==> config.mk <==
export PLATFORM = sky130hd
export DESIGN_NAME = uart_rx_fifo
export DESIGN_NICKNAME = d
export VERILOG_FILES = /design/src/rtl/uart_rx_fifo.sv
export SDC_FILE = /design/constraint.sdc
export NUM_CORES = 1
export LEC_CHECK = 0
export ABC_AREA = 1
export ABC_CLOCK_PERIOD_IN_PS = 7900
export CELL_PAD_IN_SITES_DETAIL_PLACEMENT = 1
export CELL_PAD_IN_SITES_GLOBAL_PLACEMENT = 2
export CORE_MARGIN = 4
export CORE_UTILIZATION = 44
export CTS_CLUSTER_SIZE = 28
export DETAILED_ROUTE_END_ITERATION = 8
export PLACE_DENSITY = 0.93
export SKIP_CTS_REPAIR_TIMING = 1
export SLEW_MARGIN = 20
export SYNTH_ARGS = -nofsm -noshare
export SYNTH_HDL_FRONTEND = slang
export SYNTH_SLANG_ARGS = --single-unit
==> constraint.sdc <==
create_clock -name clk_i -period 7.9 [get_ports clk_i]
set_input_delay 1.58 -clock clk_i [delete_from_list [all_inputs] [get_ports clk_i]]
set_output_delay 1.58 -clock clk_i [all_outputs]
set_load 0.03 [all_outputs]
==> src/rtl/uart_rx_fifo.sv <==
// uart_rx_fifo: 8N1 UART receiver feeding a first-word-fall-through byte FIFO.
// The serial line is synchronised into clk_i before any framing decision.
module uart_rx_fifo #(
    parameter int CLK_FREQ   = 60000000,
    parameter int BAUDRATE   = 1000000,
    parameter int FIFO_DEPTH = 16
) (
    input  logic                          clk_i,
    input  logic                          rst_i,
    input  logic                          rx_i,
    output logic [7:0]                    data_o,
    output logic                          valid_o,
    input  logic                          accept_i,
    output logic                          frame_err_o,
    output logic                          overflow_o,
    output logic [$clog2(FIFO_DEPTH):0]   level_o
);

    localparam int DIV  = CLK_FREQ / BAUDRATE;
    localparam int HALF = DIV / 2;
    localparam int CW   = $clog2(DIV);
    localparam int AW   = $clog2(FIFO_DEPTH);
    localparam int LW   = AW + 1;

    localparam logic [CW-1:0] DIV_M1  = CW'(DIV - 1);
    localparam logic [CW-1:0] HALF_M1 = CW'(HALF - 1);
    localparam logic [LW-1:0] FULL_LV = LW'(FIFO_DEPTH);

    typedef enum logic [2:0] {
        S_IDLE,
        S_START,
        S_DATA,
        S_STOP,
        S_BREAK
    } state_t;

    logic [1:0]    sync_q, sync_d;
    logic          rx_s;
    state_t        state_q, state_d;
    logic [CW-1:0] cnt_q, cnt_d;
    logic [2:0]    bit_q, bit_d;
    logic [7:0]    shift_q, shift_d;
    logic          fe_q, fe_d;
    logic          ov_q, ov_d;
    logic          push;

    logic [LW-1:0] wr_ptr_q, wr_ptr_d;
    logic [LW-1:0] rd_ptr_q, rd_ptr_d;
    logic [LW-1:0] level;
    logic          full;
    logic          pop;
    logic          wr_en;
    logic [7:0]    mem_q [FIFO_DEPTH];

    // Two-stage synchroniser; the line idles high, so both stages reset to 1.
    always_comb begin
        sync_d = {sync_q[0], rx_i};
    end

    assign rx_s = sync_q[1];

    // Frame FSM: start qualification, mid-bit sampling, stop check, break wait.
    always_comb begin
        state_d = state_q;
        cnt_d   = cnt_q;
        bit_d   = bit_q;
        shift_d = shift_q;
        push    = 1'b0;
        fe_d    = 1'b0;
        unique case (state_q)
            S_IDLE: begin
                if (!rx_s) begin
                    cnt_d   = HALF_M1;
                    state_d = S_START;
                end
            end
            S_START: begin
                if (cnt_q != '0) begin
                    cnt_d = cnt_q - CW'(1);
                end else if (!rx_s) begin
                    cnt_d   = DIV_M1;
                    bit_d   = 3'd0;
                    state_d = S_DATA;
                end else begin
                    state_d = S_IDLE;
                end
            end
            S_DATA: begin
                if (cnt_q != '0) begin
                    cnt_d = cnt_q - CW'(1);
                end else begin
                    shift_d = {rx_s, shift_q[7:1]};
                    cnt_d   = DIV_M1;
                    bit_d   = bit_q + 3'd1;
                    if (bit_q == 3'd7) begin
                        state_d = S_STOP;
                    end
                end
            end
            S_STOP: begin
                if (cnt_q != '0) begin
                    cnt_d = cnt_q - CW'(1);
                end else if (rx_s) begin
                    push    = 1'b1;
                    state_d = S_IDLE;
                end else begin
                    fe_d    = 1'b1;
                    state_d = S_BREAK;
                end
            end
            S_BREAK: begin
                if (rx_s) begin
                    state_d = S_IDLE;
                end
            end
            default: begin
                state_d = S_IDLE;
            end
        endcase
    end

    // FIFO control: a pop frees the slot a same-cycle push into a full FIFO needs.
    always_comb begin
        level    = wr_ptr_q - rd_ptr_q;
        full     = (level == FULL_LV);
        pop      = (level != '0) & accept_i;
        wr_en    = push & (~full | pop);
        ov_d     = push & full & ~pop;
        wr_ptr_d = wr_ptr_q + LW'(wr_en);
        rd_ptr_d = rd_ptr_q + LW'(pop);
    end

    // Control and status registers with synchronous reset.
    always_ff @(posedge clk_i) begin
        if (rst_i) begin
            sync_q   <= 2'b11;
            state_q  <= S_IDLE;
            cnt_q    <= '0;
            bit_q    <= '0;
            shift_q  <= '0;
            fe_q     <= 1'b0;
            ov_q     <= 1'b0;
            wr_ptr_q <= '0;
            rd_ptr_q <= '0;
        end else begin
            sync_q   <= sync_d;
            state_q  <= state_d;
            cnt_q    <= cnt_d;
            bit_q    <= bit_d;
            shift_q  <= shift_d;
            fe_q     <= fe_d;
            ov_q     <= ov_d;
            wr_ptr_q <= wr_ptr_d;
            rd_ptr_q <= rd_ptr_d;
        end
    end

    // Byte storage; contents are don't-care until written, so no reset.
    always_ff @(posedge clk_i) begin
        if (wr_en) begin
            mem_q[wr_ptr_q[AW-1:0]] <= shift_q;
        end
    end

    assign valid_o     = (level != '0);
    assign data_o      = valid_o ? mem_q[rd_ptr_q[AW-1:0]] : 8'h00;
    assign level_o     = level;
    assign frame_err_o = fe_q;
    assign overflow_o  = ov_q;

endmodule

# Word level (Yosys, flattened, before mapping)
# Memories as Yosys holds them, arrays and structs flattened. A register that Yosys moved wholly into a read port is not among the register bits.
# Cells that the tools add are included.
[word_totals]
regBits = 34
mem_bits_rw = 128
wordCells = 76
mem_count = 1
[classes]
addsub = 5
eq_ne = 15
mux = 27
bitwise = 9
reduce_logical = 10
[mem_list]
columns = ["name", "words", "width", "read_ports", "rd_ports_with_merged_regs", "wr", "line_no", "rtl"]
rows = [
  ["mem_q", 16, 8, 1, 1, 1, "53", "logic [7:0] mem_q [FIFO_DEPTH];"],
]
[ops]
columns = ["op", "count"]
rows = [
  ["$mux 3", 10],
  ["$mux 6", 5],
  ["$pmux 6 s4", 1],
  ["$ne 2x2->1 const B", 8],
  ["$pmux 3 s5", 1],
  ["$add 5x1->5", 2],
  ["$mux 8", 1],
  ["$reduce_and 4->1", 2],
  ["$eq 3x2->1 const B", 2],
  ["$eq 3x3->1 const B", 2],
  ["$mux 1", 6],
  ["$pmux 3 s2", 1],
  ["$reduce_and 6->1", 1],
  ["$reduce_bool 6->1", 1],
  ["$sub 6x1->6 const B", 1],
  ["$eq 5x5->1 const B", 1],
  ["$reduce_bool 5->1", 1],
  ["$sub 5x5->5", 1],
  ["$and 1x1->1", 4],
  ["$mux 4", 1],
  ["$not 1->1", 4],
  ["$reduce_bool 4->1", 1],
  ["$add 3x1->3 const B", 1],
  ["$eq 3x1->1 const B", 1],
  ["7 further kinds", 7],
]

# Longest topological paths before layout
[depth]
word_depth = 7
depth_mapped = 16
depth_no_buf = 15

# Worst setup path before layout
# OpenSTA, ideal clock, no wires.
[synth_timing]
path_type = "reg-to-output"
from = "reg wr_ptr_q[0]"
to = "out data_o[0]"
arrival_time_ns = 2.379
required_ns = 6.320
setup_slack_ns = 3.941
path_stages_with_launch = 9
path_buffers = 0
path_cell_list = "dfxtp_1 -> inv_1 -> ha_1 -> fa_1 -> xnor2_1 -> nor2_1 -> nand2_1 -> nor2_2 -> nor2_1"
[synth_between]
elab_chain_cells = 3
[synth_lines]
columns = ["element", "line_no", "rtl"]
rows = [
  ["start: declaration", "47", "logic [LW-1:0] wr_ptr_q, wr_ptr_d;"],
  ["start signal: assignment", "153", "wr_ptr_q <= wr_ptr_d;"],
  ["$sub 5x5->5", "124", "level = wr_ptr_q - rd_ptr_q;"],
  ["via level_o[2]", "16", "output logic [$clog2(FIFO_DEPTH):0] level_o"],
  ["$reduce_bool 5->1", "165", "assign valid_o = (level != '0);"],
  ["$mux 8", "166", "assign data_o = valid_o ? mem_q[rd_ptr_q[AW-1:0]] : 8'h00;"],
  ["end: declaration", "11", "output logic [7:0] data_o,"],
]
# The timed path passes the listed nets, and every way through them passes these cells.

# Worst setup path in the final report
[layout_timing]
from = "reg rd_ptr_q[1]"
to = "out data_o[1]"
[layout_between]
elab_chain_cells = 3
[layout_lines]
columns = ["element", "line_no", "rtl"]
rows = [
  ["start: declaration", "48", "logic [LW-1:0] rd_ptr_q, rd_ptr_d;"],
  ["start signal: assignment", "154", "rd_ptr_q <= rd_ptr_d;"],
  ["$sub 5x5->5", "124", ""],
  ["$reduce_bool 5->1", "165", ""],
  ["$mux 8", "166", ""],
]
# No other way between the ends.

==> qor.csv <==
metric,value,unit
ys.warnings.count,0,
grt_pass1_wl,28.5,mm
clk_path_buf_depth,2,
diodes,0,
power_frac_comb,0.251,
clk_pin_slew,60,ps
fmax,177,MHz
ant_nets,0,
fin_skew,5.85,ps
tritoncts,built,
drt-total-wl,17.7,mm
total_power,2.44,mW
yosysUniqueCellTypes,34,
grt_max_degree,65,
critPathRequiredTime,6320,ps
gp_congestion,0.845,
crit_type,reg -> out,
ios,20,
min_period,5660,ps
cts_htree_levels,4,
synth_top_cell_by_area,edfxtp_1,
die_height,133,um
whs_endpoint,sync_q[1],
clk_latency,430,ps
max-slew-margin-rel,0.336,
root_buffer,clkbuf_16,
nNetsFinal,682,
vias_per_cell,5.48,
design_area,7860,um2
switchingPower,0.778,mW
r2r_start,rd_ptr_q[1],
final-setup-viol-count,0,
outcome,"finished, final reports clean",
die_w,133,um
power_frac_seq,0.396,
vdd_drop_max,0.180,mV
synthCells,652,
cp_max_fo,33,
drcViolationCount,0,
cp-end-kind,primary output,
slew_viol_final,0,
dp_hpwl,11.4,mm
tns,0,ps
first_global_vias,5126,
core,15300,um2
startpoint_type,flip-flop,
cts_sinks,162,
power_switching_share,0.319,
wl_per_cell,19.9,um
r2r-end,rd_ptr_q[4],
vias,4877,
grt_util_all_layers,0.208,
r2r_slack,3930,ps
p_int,1.66,mW
synth_seq_area_share,0.656,
placed_area,7240,um2
min_path_cells,1,
portBuffers,19,
hold_viol,0,
crit_arrival,4080,ps
tightest_slew,995,ps
fin_hold_ws,412,ps
hold_path_class,reg -> reg,
numCtsBuffers,17,
synth_area,6900,um2
setup_ws,2240,ps
clockPowerShare,0.353,
post-place-ws,2680,ps
first_pass_iters,5,
yosysTopAreaCellShare,0.557,
std_cell_rows,45,
maxCapViolations,0,
rsz0062_at_grt,false,
drt_iter0_drc,424,
p_per_area,310,nW/um2
ys_top_cells_by_area,"edfxtp_1 (56%), dfxtp_1 (9.9%), nand2_1 (8.5%)",
ys_ff_latch,162,
antenna_found_initial,0,
min-delay-start,sync_q[0],
initial_core_util,0.452,
finalCritPeriodShare,0.716,
dieArea,17700,um2
area_delta_synth_final,14.0,%
reg2reg_depth,15,
synth_fp_nets,668,
drive_above_1_share,0.0692,
grt.overflow.total,0,
p_leak,3.02,nW
synth_area_per_cell,10.6,um2
==> cell type report <==
class | count | area (um2)
Clock inverter | 14 | 189
Sequential cell | 162 | 4530
Inverter | 44 | 166
Multi-Input combinational cell | 420 | 2080
Clock buffer | 18 | 429
Tap cell | 211 | 264
Fill cell | 1635 | 7400
Timing Repair Buffer | 21 | 205
==> worst max-delay path, stage by stage, from the launching register on <==
cell and delay [ps]:
dfxtp_1 970, buf_4 360, inv_2 310, ha_1 400
nand3_1 90, nand2_1 80, nand2_1 50, nand2_1 100
nand2_1 70, nor2_2 460, nor2_1 110, clkdlybuf4s50_1 610
==> power groups by stage <==
stage	Sequential (mW)	Clock, mW	Combinational, mW
2_1_floorplan	0.954	0	0.442
3_3_place_gp	0.981	0	0.589
5_1_grt	0.970	0.907	0.670
4_1_cts	0.965	0.867	0.614
3_5_place_dp	0.983	0	0.606
6_report	0.965	0.859	0.612
==> placed cells by master, fill, tap and decap left out, drive strengths merged <==
master	synthesis	layout
o21ai	16	16
o21bai	1	1
a31oi	1	1
or2	3	3
and2	1	1
a22o	16	16
clkinv	2	9
nand3	80	80
nand4	5	5
buf	23	2
nand3b	1	1
clkbuf	3	18
fa	1	1
dfxtp	34	34
clkdlybuf4s50	0	19
ha	11	11
edfxtp	128	128
xor2	2	2
a21oi	49	49
xnor2	5	5
clkinvlp	0	4
inv	42	41
nor3	3	3
bufinv	0	4
nand2	158	158
nor2	66	66
a211oi	1	1
==> how the worst max path moves through the flow <==
stage	startpoint	endpoint	cells past startpoint
floorplan	wr_ptr_q[0]	data_o[0]	8
global placement	rd_ptr_q[1]	data_o[5]	11
detailed placement	rd_ptr_q[1]	data_o[1]	11
CTS	rd_ptr_q[1]	data_o[1]	11
global route	rd_ptr_q[1]	data_o[7]	11
finish	rd_ptr_q[1]	data_o[1]	11
==> synthesized netlist by cell type, drive strengths merged <==
| cell | instances |
|---|---|
| o21ai | 16 |
| clkbuf | 3 |
| a211oi | 1 |
| buf | 23 |
| or2 | 3 |
| edfxtp | 128 |
| a21oi | 49 |
| nand2 | 158 |
| nand4 | 5 |
| xnor2 | 5 |
| ha | 11 |
| o21bai | 1 |
| a22o | 16 |
| nor3 | 3 |
| fa | 1 |
| a31oi | 1 |
| clkinv | 2 |
| and2 | 1 |
| dfxtp | 34 |
| nand3 | 80 |
| inv | 42 |
| xor2 | 2 |
| nor2 | 66 |
| nand3b | 1 |
==> per-stage QoR <==
stage / cells / util
3_3_place_gp: 858 / 0.474
5_1_grt: 890 / 0.515
4_1_cts: 890 / 0.515
3_5_place_dp: 858 / 0.474
2_1_floorplan: 652 / -
6_report: 890 / 0.515
==> kinds of logic (layout without fill, tap and decap cells) <==
logic type      count (synthesis)  in the layout  share of synthesized area
xor+xnor                        7              7                    0.00889
simple gates                  317            317                      0.199
flops                         162            162                      0.656
fa+ha+maj                      12             12                     0.0229
buf+inv                        70             97                     0.0425
compound gates                 84             84                     0.0706
==> metal layers <==
layer  vias to the layer above  global-route usage  share of wire
met5                         -                   0              0
met4                         0              0.0811          0.023
met3                        29              0.0355          0.039
met2                       114               0.340           0.50
met1                      2459               0.278           0.44
li1                       2275                   -              -
==> state kept, by name (all words and copies together) (netlist names) <==
name         cells
bit_q            3
cnt_q            6
frame_err_o      1
mem_q          128
overflow_o       1
rd_ptr_q         5
shift_q          8
state_q          3
sync_q           2
wr_ptr_q         5
No activity file was read; power rests on OpenSTA's default activity.
